### src/rtl/demod_segment_decider_pkg.sv
// rtl/demod_segment_decider_pkg.sv - shared constants and state encoding for the segment decider
package demod_segment_decider_pkg;

    localparam int DATA_W_DEF    = 32;
    localparam int SEG_COUNT_DEF = 10;
    localparam int WORD_BITS_DEF = 8;
    // Headroom so the sum of many full-scale segments cannot wrap before clamping
    localparam int GUARD_BITS    = 4;

    localparam logic [31:0] ONE       = 32'h0001_0000;
    localparam logic [31:0] MINUS_ONE = 32'hFFFF_0000;
    localparam logic [31:0] SAT_MAX   = 32'h7FFF_FFFF;
    localparam logic [31:0] SAT_MIN   = 32'h8000_0000;

    typedef enum logic [1:0] {
        IDLE   = 2'd0,
        ACCUM  = 2'd1,
        DECIDE = 2'd2
    } state_t;

endpackage

### src/rtl/demod_segment_decider_bit_packer.sv
// rtl/demod_segment_decider_bit_packer.sv - packs decision bits LSB-first into words
module demod_segment_decider_bit_packer #(
    parameter int WORD_BITS = 8
) (
    input  logic                 clk,
    input  logic                 reset,
    input  logic                 dec_strobe_i,
    input  logic                 dec_bit_i,
    output logic [WORD_BITS-1:0] word_out_o,
    output logic                 word_valid_o
);

    localparam int PCNT_W = (WORD_BITS > 1) ? $clog2(WORD_BITS) : 1;
    localparam logic [PCNT_W-1:0] LAST_IDX = PCNT_W'(WORD_BITS - 1);

    logic [WORD_BITS-1:0] shreg_q, shreg_d;
    logic [WORD_BITS-1:0] word_q, word_d;
    logic [PCNT_W-1:0]    pack_cnt_q, pack_cnt_d;
    logic                 word_valid_q, word_valid_d;

    always_comb begin
        shreg_d      = shreg_q;
        word_d       = word_q;
        pack_cnt_d   = pack_cnt_q;
        word_valid_d = 1'b0;
        if (dec_strobe_i) begin
            shreg_d[pack_cnt_q] = dec_bit_i;
            if (pack_cnt_q == LAST_IDX) begin
                word_d       = shreg_d;
                word_valid_d = 1'b1;
                pack_cnt_d   = '0;
                shreg_d      = '0;
            end else begin
                pack_cnt_d = pack_cnt_q + PCNT_W'(1);
            end
        end
    end

    always_ff @(posedge clk) begin
        if (reset) begin
            shreg_q      <= '0;
            word_q       <= '0;
            pack_cnt_q   <= '0;
            word_valid_q <= 1'b0;
        end else begin
            shreg_q      <= shreg_d;
            word_q       <= word_d;
            pack_cnt_q   <= pack_cnt_d;
            word_valid_q <= word_valid_d;
        end
    end

    assign word_out_o   = word_q;
    assign word_valid_o = word_valid_q;

endmodule

### src/rtl/demod_segment_decider.sv
// rtl/demod_segment_decider.sv - sums per-segment correlations, decides one bit per frame, packs words
module demod_segment_decider
    import demod_segment_decider_pkg::*;
#(
    parameter int SEG_COUNT = SEG_COUNT_DEF,
    parameter int DATA_W    = DATA_W_DEF,
    parameter int WORD_BITS = WORD_BITS_DEF
) (
    input  logic                 clk,
    input  logic                 reset,
    input  logic                 start,
    input  logic [DATA_W-1:0]    seg_in,
    input  logic                 seg_valid,
    output logic                 busy,
    output logic                 valid,
    output logic                 bit_out,
    output logic [DATA_W-1:0]    metric,
    output logic                 tie,
    output logic                 sat,
    output logic [WORD_BITS-1:0] word_out,
    output logic                 word_valid
);

    localparam int ACC_W = DATA_W + GUARD_BITS;
    localparam int CNT_W = $clog2(SEG_COUNT + 1);
    localparam logic [CNT_W-1:0] LAST_SEG = CNT_W'(SEG_COUNT - 1);
    localparam logic signed [ACC_W-1:0] ACC_MAX = {{(GUARD_BITS + 1){1'b0}}, {(DATA_W - 1){1'b1}}};
    localparam logic signed [ACC_W-1:0] ACC_MIN = {{(GUARD_BITS + 1){1'b1}}, {(DATA_W - 1){1'b0}}};

    state_t                   state_q, state_d;
    logic signed [ACC_W-1:0]  acc_q, acc_d;
    logic [CNT_W-1:0]         cnt_q, cnt_d;
    logic                     valid_q, valid_d;
    logic                     bit_q, bit_d;
    logic [DATA_W-1:0]        metric_q, metric_d;
    logic                     tie_q, tie_d;
    logic                     sat_q, sat_d;
    logic                     dec_strobe;

    always_comb begin
        state_d    = state_q;
        acc_d      = acc_q;
        cnt_d      = cnt_q;
        valid_d    = 1'b0;
        bit_d      = bit_q;
        metric_d   = metric_q;
        tie_d      = tie_q;
        sat_d      = sat_q;
        dec_strobe = 1'b0;
        case (state_q)
            IDLE: begin
                if (start) begin
                    state_d = ACCUM;
                    acc_d   = '0;
                    cnt_d   = '0;
                end
            end
            ACCUM: begin
                if (seg_valid) begin
                    acc_d = acc_q + {{GUARD_BITS{seg_in[DATA_W-1]}}, seg_in};
                    cnt_d = cnt_q + CNT_W'(1);
                    if (cnt_q == LAST_SEG) begin
                        state_d = DECIDE;
                    end
                end
            end
            DECIDE: begin
                dec_strobe = 1'b1;
                valid_d    = 1'b1;
                bit_d      = (acc_q > 0);
                tie_d      = (acc_q == 0);
                if (acc_q > ACC_MAX) begin
                    metric_d = ACC_MAX[DATA_W-1:0];
                    sat_d    = 1'b1;
                end else if (acc_q < ACC_MIN) begin
                    metric_d = ACC_MIN[DATA_W-1:0];
                    sat_d    = 1'b1;
                end else begin
                    metric_d = acc_q[DATA_W-1:0];
                    sat_d    = 1'b0;
                end
                state_d = IDLE;
            end
            default: state_d = IDLE;
        endcase
    end

    always_ff @(posedge clk) begin
        if (reset) begin
            state_q  <= IDLE;
            acc_q    <= '0;
            cnt_q    <= '0;
            valid_q  <= 1'b0;
            bit_q    <= 1'b0;
            metric_q <= '0;
            tie_q    <= 1'b0;
            sat_q    <= 1'b0;
        end else begin
            state_q  <= state_d;
            acc_q    <= acc_d;
            cnt_q    <= cnt_d;
            valid_q  <= valid_d;
            bit_q    <= bit_d;
            metric_q <= metric_d;
            tie_q    <= tie_d;
            sat_q    <= sat_d;
        end
    end

    // Packer registers the strobe too, so word_valid lands in the same cycle as valid
    demod_segment_decider_bit_packer #(
        .WORD_BITS (WORD_BITS)
    ) u_bit_packer (
        .clk          (clk),
        .reset        (reset),
        .dec_strobe_i (dec_strobe),
        .dec_bit_i    (bit_d),
        .word_out_o   (word_out),
        .word_valid_o (word_valid)
    );

    assign busy    = (state_q != IDLE);
    assign valid   = valid_q;
    assign bit_out = bit_q;
    assign metric  = metric_q;
    assign tie     = tie_q;
    assign sat     = sat_q;

endmodule

### config.mk
export PLATFORM = sky130hd
export DESIGN_NAME = demod_segment_decider
export DESIGN_NICKNAME = d
export VERILOG_FILES = /design/src/rtl/demod_segment_decider_pkg.sv /design/src/rtl/demod_segment_decider_bit_packer.sv /design/src/rtl/demod_segment_decider.sv
export SDC_FILE = /design/constraint.sdc
export NUM_CORES = 1
export LEC_CHECK = 0
export BUFFER_PORTS_ARGS = -buffer_cell sky130_fd_sc_hd__buf_2
export CAP_MARGIN = 5
export CORE_MARGIN = 1
export CORE_UTILIZATION = 26
export DETAILED_ROUTE_END_ITERATION = 7
export SETUP_SLACK_MARGIN = 0.1
export SYNTH_ARGS = -nofsm -noshare
export SYNTH_HDL_FRONTEND = slang
export SYNTH_SLANG_ARGS = --single-unit
### constraint.sdc
create_clock -name clk -period 3.33 [get_ports clk]
set_clock_uncertainty 0.15 [all_clocks]
set_input_delay 0.4995 -clock clk [delete_from_list [all_inputs] [get_ports clk]]
set_output_delay 0.4995 -clock clk [all_outputs]
set_load 0.005 [all_outputs]
==> results.txt, run 1 <==
The run finished with clean final reports. The final routed wire length divided by cell count is 15.4 um. Timing would allow up to 340 MHz. The most instantiated flip-flop cell in the synthesis netlist is sky130_fd_sc_hd__dfxtp_1. The critical path data arrival time came out at 3040 ps.

The final-report setup violation count came out at 0. The fraction of registers with async set or reset after synthesis came out at 0%. The cell area after technology mapping is 5720 sq um.

Counting I/O delays and the setup requirement, the final critical path takes 2940 ps. The final antenna-violating net count came out at 0. The detailed placement HPWL came out at 12600 um.

After detailed routing, the total wire length is 16600 um. The number of antenna violations at the first check in global routing came out at 0. The overall routing resource usage came out at 15.2%. The via-per-instance ratio came out at 5.04.

The first-pass GRT wire length is 27100 um. The number of hold buffers added after cts is 0. The H-tree depth is 3.

Counting flops and latches in the post-synthesis netlist gives 98. The fraction of layout cells with a size suffix above 1 is 15.4%. The pre-CTS setup slack came out at 147 ps. The total overflow left after global routing is 0. Setup slack on the critical path of the routed design comes to 390 ps. The residual DRC count is 0. The worst setup path is launched from a register. The placeable core area came out at 21300 sq um. The cell taking the most area after synthesis is sky130_fd_sc_hd__dfxtp_1. The transition time of the tightest slew-check pin is 1110 ps. The net switching component of the power came out at 791 uW. The setup fix buffers added after clock tree synthesis came out at 0. The number of gates resized after CTS is 0. The total area of sequential cells came out at 1960 sq um. STA classifies the critical path endpoint as a register. The switching power as a share of total power is 29.7%. The critical path in this run is classified as register to register. In this run, distinct cell masters in the synthesized netlist total 56.

The worst relative slew slack is 25.7%. The die extent in y came out at 150 um. The top cell types in the final layout, fill and taps aside, are sky130_fd_sc_hd__dfxtp_1 (98), sky130_fd_sc_hd__nand2_1 (95), sky130_fd_sc_hd__o21ai_0 (86).

The largest vdd supply drop came out at 0.297 mV. The per-instance average area after synthesis came out at 7.87 sq um. The standard-cell row count came out at 53. Counting the fill cells in the layout gives 2303. For this run, the number of Yosys warnings is 0. The via count of the first global-routing pass came to 5060. The fraction of power consumed by the clock network is 38.6%. The length of routed met3 wiring came out at 940 um. The proportion of power drawn by combinational gates is 15.7%.

The first routing iteration left 322 violations. The repair_antennas step left the layout with diodes totalling 0. In the final layout, the multi-input gates occupy 3570 sq um. The reported max-cap violation count came out at 0. The final weighted congestion of routability-driven global placement is 0.837. The share of synthesized area in the top cell type comes to 34.3%.

The total power divided by cell area came out at 396 nW/um^2. The number of nets in the synthesized netlist came out at 803. For this design the static power due to leakage is 2.88 nW.

The post-route clock period utilization came out at 88.3%. The full die area is 22600 sq um. The setup total negative slack came out at 0 ps. Yosys attributes the largest share of cell area to sky130_fd_sc_hd__dfxtp_1 (34%), sky130_fd_sc_hd__ha_1 (8.5%), sky130_fd_sc_hd__o21ai_0 (7.5%), sky130_fd_sc_hd__a21oi_1 (6.7%), sky130_fd_sc_hd__nand2_1 (6.2%). The final hold violation count came to 0. The root buffer cell chosen for the clock tree is sky130_fd_sc_hd__clkbuf_16. Entering global routing, the biggest net connects 65 pins. The synthesized netlist cell count is 727. The number of flops mapped to enable cells by yosys came out at 0.

The count of buffers from port buffering is 81. Leaving out fill and tap cells, the most frequent cell in the layout is sky130_fd_sc_hd__dfxtp_1. The worst hold slack across all endpoints came out at 258 ps.

For this configuration, the core starts out at a cell density of 26.9%. Data on the critical path is required at its endpoint by 3430 ps. The net count of the finished layout is 871. Wire segments on met2 add up to 7580 um in the final route. The first-pass iteration count of the detailed router came out at 5.

The clock tree from TritonCTS is done. Measured along the x axis, the die boundary spans 150 um. Setup repair after global routing left no endpoint under its margin. The kind of path behind the tightest hold check is input port to register. The maximum number of buffers from clock root to sink is 2. The uppermost layer routed is met4. The clock latency on the worst-skew pair is 360 ps.

Sequential cells were found to cover 34.3% of the synthesized design area. In this run, flip-flops and latches consume 45.8% of the power. The met1 routed wirelength after detailed routing is 7840 um.

The largest driver fanout on the critical path came out at 4. The post-CTS clock slew at the launch and capture registers of the worst setup and hold paths is 80 ps. The I/O pin count is 82. Counting every sink on the clock net gives 98.

The vias after detailed routing came out at 5413. The signed area change from the synthesized netlist to the final layout is 17.7%. The number of pins exceeding their max-slew limit in the final report is 0. The number of buffers created by CTS came out at 9.

The internal power came out at 1.87 mW.
==> metrics by stage <==
step                instances  util (%)  cell area, sq um  total power [mW]
floorplan                 727         -              5720              1.52
CTS                      1075      31.6              6730              2.69
global placement         1059      30.3              6440              1.66
detailed placement       1059      30.3              6440              1.66
finish                   1075      31.6              6730              2.66
global route             1075      31.6              6730              2.78
==> area by class of cell <==
type	instances	share of cell area, %
clock inverter	7	0.930
sequential	98	29.2
inverter	10	0.558
tap	275	5.11
timing repair buffer	97	7.81
clock buffer	9	3.35
multi-input combinational	579	53.1
==> sequential cells by signal, indices dropped and copies added (netlist names), 2 cells and up <==
register / count
acc_q: 36
cnt_q: 4
metric: 32
state_q: 2
u_bit_packer.pack_cnt_q: 3
u_bit_packer.shreg_q: 8
u_bit_packer.word_out_o: 8
==> logic make-up after synthesis <==
family	count (synthesis)	share of synthesized area (%)
mux	10	1.75
compound gates	248	26.2
simple gates	252	21.2
flops	98	34.3
fa+ha+maj	40	8.88
buf+inv	50	3.30
xor+xnor	29	4.44
==> power by group through the flow <==
stage / clock, mW / sequential, mW / combinational, mW
2_1_floorplan: 0 / 1.23 / 0.291
3_3_place_gp: 0 / 1.25 / 0.412
3_5_place_dp: 0 / 1.25 / 0.414
4_1_cts: 1.05 / 1.22 / 0.417
5_1_grt: 1.09 / 1.22 / 0.464
6_report: 1.03 / 1.22 / 0.417
==> synthesized netlist by cell type (all sizes together), types with 4 or more instances <==
master,instances
a31oi,6
nor4,11
buf,5
and3,12
dfxtp,98
nor3,14
xnor2,18
a21oi,79
a21o,20
o211ai,5
clkbuf,35
a22oi,19
nor3b,4
o31ai,4
nor2b,12
inv,10
ha,39
and2,6
xor2,11
or3,6
nand4,8
o21bai,5
nand3,13
o21ai,87
mux2i,10
nand2,95
nor2,54
a211oi,4
nand2b,9
==> routing by layer <==
layer / vias to the layer above / global-route usage [%]
met1: 2518 / 20.7
met2: 116 / 24.4
met5: - / 0
met4: 0 / 3.99
li1: 2765 / -
met3: 14 / 3.09
==> final timing paths <==
check	endpoint	depth (start not counted)	from	slack, ps
max	acc_q[34]	10	acc_q[0]	390
min	acc_q[12]	2	reset	260
max reg2reg	acc_q[34]	10	acc_q[0]	390
min reg2reg	metric[10]	2	metric[10]	300
==> critical path: stages, from the launching register on <==
cell and delay [ps]:
sky130_fd_sc_hd__dfxtp_1 360, sky130_fd_sc_hd__ha_1 240, sky130_fd_sc_hd__fa_1 410, sky130_fd_sc_hd__a21oi_1 200, sky130_fd_sc_hd__o22ai_1 150, sky130_fd_sc_hd__a311o_1 390, sky130_fd_sc_hd__nor2_2 200, sky130_fd_sc_hd__o31ai_2 140
sky130_fd_sc_hd__a211o_1 320, sky130_fd_sc_hd__mux2i_1 170, sky130_fd_sc_hd__nand3_1 100
(Power assumes the default switching activity.)
==> run 2, diff against run 1 <==
- ABC_CLOCK_PERIOD_IN_PS: unset -> 3330
- CORE_UTILIZATION: 26 -> 58
- PLACE_DENSITY: unset -> 0.81
==> run 2 against run 1 <==
Highest routed layer unchanged; worst setup slack lost 24 ps; power decreased by 11%; maximum frequency shrank 0.81%; hold slack got worse by 7.2 ps; global-route usage is 15 points higher; routed wire length is 9.5% lower.
==> results.txt, run 2 (synthesis gave the netlist of run 1 again) <==
The flow ran to the end, and the final reports show no timing, DRC or antenna violations. The leakage power is 2.81 nW (-2.4%). The number of hold buffers added after cts came out at 0 (unchanged). The critical path data arrival time came out at 3080 ps (+40 ps).

The number of diodes was 0 (unchanged). The first-pass GRT wire length was 24600 um (-9.6%). The count of clock tree sinks is 98 (unchanged). The final-report setup violation count is 0 (unchanged). The number of buffers created by CTS is 9 (unchanged). The largest vdd supply drop came out at 0.217 mV (-27%). The worst setup path is of the register to register kind. The full die area is 10300 sq um (-55%).

The switching power as a share of total power came to 31.3% (+1.6 points). The initial core utilization was 60.8% (+34 points). The kind of path behind the tightest hold check is input port to register. The total area of sequential cells was 1960 sq um (unchanged).

The fmax came out at 337 MHz (-0.81%). The worst path required time came out at 3450 ps (+20 ps). The final hold violation count came out at 0 (unchanged). Setup repair after global routing left no endpoint under its margin.

The setup slack of the critical path after layout is 366 ps (-24.0 ps). TritonCTS built the clock tree. The area of the multi-input gates is 3580 sq um (about the same). The filler cell count came out at 798 (-65%). The fraction of layout cells with a size suffix above 1 came to 14.7% (-0.64 points). The via-per-instance ratio is 6.08 (+21%). The residual DRC count came out at 0 (unchanged). The post-CTS clock slew at the launch and capture registers of the worst setup and hold paths came out at 100 ps (+20 ps). The proportion of power drawn by combinational gates is 17.6% (+1.9 points). The fraction of power consumed by the clock network was 31.2% (-7.4 points). The vias after detailed routing came to 5611 (+3.7%). The launching instance or port of the critical path is acc_q[0]. The power after layout is 2.38 mW (-11%). The number of pins exceeding their max-slew limit in the final report came out at 0 (unchanged). The largest driver fanout on the critical path is 4 (unchanged).

The internal power came to 1.63 mW (-13%). The final routed wire length divided by cell count is 16.3 um (+5.4%). In the layout the commonest cells are sky130_fd_sc_hd__dfxtp_1 (98), sky130_fd_sc_hd__nand2_1 (95), sky130_fd_sc_hd__o21ai_0 (86). The placeable core area was 9420 sq um (-56%). The number of antenna violations at the first check in global routing came out at 0 (unchanged). The largest net degree at the start of global routing is 37 (-43%). The reported max-cap violation count is 0 (unchanged). The signed area change from the synthesized netlist to the final layout is 11.9%. The I/O pin count is 82 (unchanged). The count of buffers from port buffering came out at 81 (unchanged). The pre-CTS setup slack came to 101 ps (-46.2 ps). The setup total negative slack came out at 0 ps (unchanged). STA classifies the critical path endpoint as a register. The worst setup path is launched from a register. The clock latency on the worst-skew pair was 380 ps (+20 ps). The transition time of the tightest slew-check pin was 1010 ps (-98.8 ps).

The standard-cell row count came out at 35 (-34%). The sequential group share of total power was 51.2% (+5.4 points). The net switching component of the power came out at 744 uW (-6.0%). The total power divided by cell area is 371 nW/um^2 (-6.2%).

The worst relative slew slack came out at 32.3% (+6.6 points). The maximum number of buffers from clock root to sink is 2 (unchanged). The remaining global-route overflow came out at 0 (unchanged).

The DRC marker count from the first detailed-route iteration is 317 (-1.6%). The overall routing resource usage came to 30.2% (+15 points). The minimum clock period after layout is 2960 ps (+24.0 ps). In this run the most critical hold path is launched from start. The setup fix buffers added after clock tree synthesis came out at 0 (unchanged). The H-tree depth is 3 (unchanged).

The post-route clock period utilization is 89.0% (+0.72 points). The final weighted congestion of routability-driven global placement was 0.984 (+18%). The die outline width is 101 um (-33%). The cell at the root of the clock tree is sky130_fd_sc_hd__clkbuf_8. The net count reported at finish came out at 865 (-0.69%). The detailed-route wire length is 15000 um (-9.5%). The worst register-to-register path begins at acc_q[0].

Leaving out fill and tap cells, the most frequent cell in the layout is sky130_fd_sc_hd__dfxtp_1. The via count of the first global-routing pass came to 5133 (+1.4%). The number of flip-flops in the largest register came out at 36 (unchanged). The first-pass iteration count of the detailed router came to 4 (-1). The die extent in y came to 101 um (-33%). The register bank with the most flops is acc_q. The detailed placement HPWL came to 11100 um (-12%). The final antenna-violating net count was 0 (unchanged).
-- run 2: layout make-up --
cell class	instances	area share [%]
clock inverter	7	0.939
timing repair buffer	91	7.47
tap	129	2.52
inverter	10	0.587
clock buffer	9	1.94
multi-input combinational	579	55.9
sequential	98	30.7
-- run 2: layer usage --
layer	vias to the layer above	global-route usage [%]	share of wire [%]
met5	-	0	0
met4	0	11.1	2.7
met3	42	4.42	5.2
met2	211	49.9	47
met1	2597	40.1	45
li1	2761	-	-
-- run 2: worst paths after layout --
kind,cells after the start,slack (ps),endpoint
setup reg to reg,10,370,acc_q[32]
hold / removal,3,250,state_q[0]
setup / recovery,10,370,acc_q[32]
hold reg to reg,2,300,metric[0]
-- run 2: worst max-delay path: stages, from the launching register on --
cell and delay [ps]:
sky130_fd_sc_hd__dfxtp_1 350, sky130_fd_sc_hd__ha_1 240, sky130_fd_sc_hd__fa_1 420, sky130_fd_sc_hd__a21oi_1 190, sky130_fd_sc_hd__o22ai_1 140, sky130_fd_sc_hd__a311o_1 390
sky130_fd_sc_hd__nand2_1 110, sky130_fd_sc_hd__nand3_1 110, sky130_fd_sc_hd__and2_1 200, sky130_fd_sc_hd__a41o_1 240, sky130_fd_sc_hd__a221o_1 310
-- run 2: timing repair --
action	CTS	global route
resized for setup	0	1
setup endpoints to repair	0	1
hold endpoints to repair	0	0
-- run 2: stage by stage --
| step | hold slack, ps | std cells | utilization (%) | area [sq um] |
|---|---|---|---|---|
| global placement | 280 | 906 | 65.9 | 6200 |
| CTS | 240 | 922 | 67.8 | 6390 |
| detailed placement | 289 | 906 | 65.9 | 6200 |
| global route | 272 | 923 | 68.0 | 6400 |
| finish | 251 | 923 | 68.0 | 6400 |
| floorplan | 298 | 727 | - | 5720 |
-- run 2: power groups by stage --
stage | sequential [mW] | combinational [mW] | clock (mW)
after CTS | 1.22 | 0.408 | 0.755
after detailed placement | 1.24 | 0.405 | 0
final | 1.22 | 0.418 | 0.742
after global placement | 1.24 | 0.393 | 0
after global routing | 1.22 | 0.456 | 0.805
after floorplan | 1.23 | 0.291 | 0
==> run 3, diff against run 2 <==
- CELL_PAD_IN_SITES_DETAIL_PLACEMENT: unset -> 1
- CELL_PAD_IN_SITES_GLOBAL_PLACEMENT: unset -> 1
- CORE_UTILIZATION: 58 -> 43
- PLACE_DENSITY: 0.81 -> unset
- PLACE_DENSITY_LB_ADDON: unset -> 0.1
==> run 3 against run 2 <==
Utilization is 16 points lower; clock-buffer cell count stayed put; design area increased by 3.1%; critical path depth did not move; final cell count up 5.2%; maximum frequency decreased by 2.0%; sequential power about the same; global-route usage fell by 3.8 points; combinational power rose by 4%; highest routed layer unchanged.
==> results.txt, run 3 (synthesis gave the netlist of run 1 again) <==
The setup total negative slack came to 0 ps (unchanged). The count of buffers from port buffering is 81 (unchanged). The largest net degree at the start of global routing came out at 39 (+5.4%). The first-pass iteration count of the detailed router was 5 (+1). The setup fix buffers added after clock tree synthesis is 0 (unchanged). The final-report setup violation count is 0 (unchanged). The critical path data arrival time is 3120 ps (+40 ps).

The minimum clock period after layout came out at 3030 ps (+61.2 ps). The transition time of the tightest slew-check pin came out at 1080 ps (+72.4 ps). The via-per-instance ratio was 5.89 (-3.0%). The initial core utilization is 44.8% (-16 points). The H-tree depth came out at 3 (unchanged). The net count reported at finish came to 870 (+0.58%). The flow ran to the end, and the final reports show no timing, DRC or antenna violations. The first-pass GRT wire length is 29300 um (+19%). The worst relative slew slack is 27.4% (-4.9 points). The tightest min-delay check is of the input port to register type. The startpoint identified for the worst hold timing path is start.

The number of pins exceeding their max-slew limit in the final report is 0 (unchanged). The largest driver fanout on the critical path was 4 (unchanged). The capture point of the worst reg-to-reg path is acc_q[32]. The number of cells on the worst hold path came to 3 (unchanged). Setup repair after global routing left no endpoint under its margin.

The top cell types in the final layout, fill and taps aside, are sky130_fd_sc_hd__dfxtp_1 (98), sky130_fd_sc_hd__nand2_1 (95), sky130_fd_sc_hd__o21ai_0 (86). The number of gates resized after CTS is 0 (unchanged). The number of hold buffers added after cts came out at 0 (unchanged). The reg2reg setup slack is 300 ps (-60 ps). The startpoint identified for the worst register-to-register timing path is acc_q[0]. The cell at the root of the clock tree is sky130_fd_sc_hd__clkbuf_16. The standard-cell row count is 41 (+17%). The path with the worst hold slack has its endpoint at state_q[0]. The reported max-cap violation count is 0 (unchanged).

The detailed placement HPWL came out at 13200 um (+19%). The post-route clock period utilization is 90.9% (+1.8 points). The placeable core area came out at 12800 sq um (+36%). The residual DRC count is 0 (unchanged). The post-CTS clock slew at the launch and capture registers of the worst setup and hold paths is 80 ps (-20 ps).

The fmax was 331 MHz (-2.0%). The full die area is 13800 sq um (+34%). The remaining global-route overflow came out at 0 (unchanged). STA classifies the critical path endpoint as a register.

The library cell used most frequently in the layout, excluding fill and tap cells, is sky130_fd_sc_hd__dfxtp_1. The worst path required time was 3430 ps (-20 ps). The number of diodes is 0 (unchanged). The clock latency on the worst-skew pair is 360 ps (-20 ps). The final antenna-violating net count is 0 (unchanged).

The utilization after layout came out at 51.6% (-16 points). The fraction of layout cells with a size suffix above 1 came out at 15.4% (+0.66 points). Ranked by flip-flop count, first place goes to acc_q. The logic depth of the worst register-to-register path came out at 10 (unchanged). The vias after detailed routing came to 5724 (+2.0%). The count of clock tree sinks is 98 (unchanged). The I/O pin count is 82 (unchanged). The via count of the first global-routing pass is 5757 (+12%). The final routed wire length divided by cell count came out at 18.6 um (+15%). The maximum number of buffers from clock root to sink is 2 (unchanged). Tracing the worst setup path back leads to its startpoint at acc_q[0]. The type of the worst setup path is register to register.

The final hold violation count is 0 (unchanged). The number of flip-flops in the largest register is 36 (unchanged). The power after layout was 2.69 mW (+13%).

The final weighted congestion of routability-driven global placement came out at 0.847 (-14%). The total power divided by cell area came out at 408 nW/um^2 (+9.9%). The overall routing resource usage came to 26.5% (-3.8 points).

TritonCTS built the clock tree. The signed area change from the synthesized netlist to the final layout is 15.3%. The die outline width is 117 um (+16%).

The worst setup path is launched from a register. The leakage power is 2.88 nW (+2.4%). The DRC marker count from the first detailed-route iteration was 316 (-0.32%). The number of buffers created by CTS came to 9 (unchanged). The detailed-route wire length came out at 18100 um (+21%). The number of antenna violations at the first check in global routing is 0 (unchanged). The largest vdd supply drop came out at 0.209 mV (-3.8%). The die extent in y came out at 117 um (+16%).
-- run 3: cell type report --
cell class	instances	area, sq um
repair buffers	96	515
fillers	1614	6180
clock inverters	7	60.1
multi-input cells	579	3580
flip-flops and latches	98	1960
well taps	172	215
inverters	10	37.5
clock buffers	9	225
-- run 3: power breakdown --
part / leakage [nW] / switching, mW / internal [mW] / total, mW
clock: 0.136 / 0.517 / 0.521 / 1.04
sequential: 0.792 / 0.0261 / 1.19 / 1.22
combinational: 1.95 / 0.277 / 0.158 / 0.436
total: 2.88 / 0.821 / 1.87 / 2.69
-- run 3: critical path, stage by stage, from the launching register on --
cell and delay, ps:
sky130_fd_sc_hd__dfxtp_1 360, sky130_fd_sc_hd__ha_1 240, sky130_fd_sc_hd__fa_1 410, sky130_fd_sc_hd__a21oi_1 210
sky130_fd_sc_hd__o22ai_1 160, sky130_fd_sc_hd__a311o_1 390, sky130_fd_sc_hd__nand2_1 100, sky130_fd_sc_hd__nand3_1 130
sky130_fd_sc_hd__and2_1 210, sky130_fd_sc_hd__a41o_1 230, sky130_fd_sc_hd__a221o_1 320
-- run 3: stage by stage --
step	instances	hold slack [ps]	cell area (sq um)	worst slack, ps
after floorplan	727	298	5720	477
after global placement	954	282	6300	163
after detailed placement	954	290	6300	98.1
after CTS	970	253	6580	297
final	971	264	6600	304
after global routing	971	300	6600	116
-- run 3: worst max-delay path by stage --
stage	end	slack (ps)	cells past startpoint
6_report	acc_q[32]	300	10
5_1_grt	acc_q[35]	120	9
4_1_cts	acc_q[35]	300	9
3_5_place_dp	acc_q[32]	100	11
3_3_place_gp	acc_q[32]	160	11
2_1_floorplan	acc_q[32]	480	10
-- run 3: routing by layer --
layer,vias up,global-route usage (%),wire [um]
met4,0,11.0,437
met5,-,0,0
met2,134,44.3,8710
li1,2757,-,-
met1,2806,34.6,8370
met3,27,2.63,590
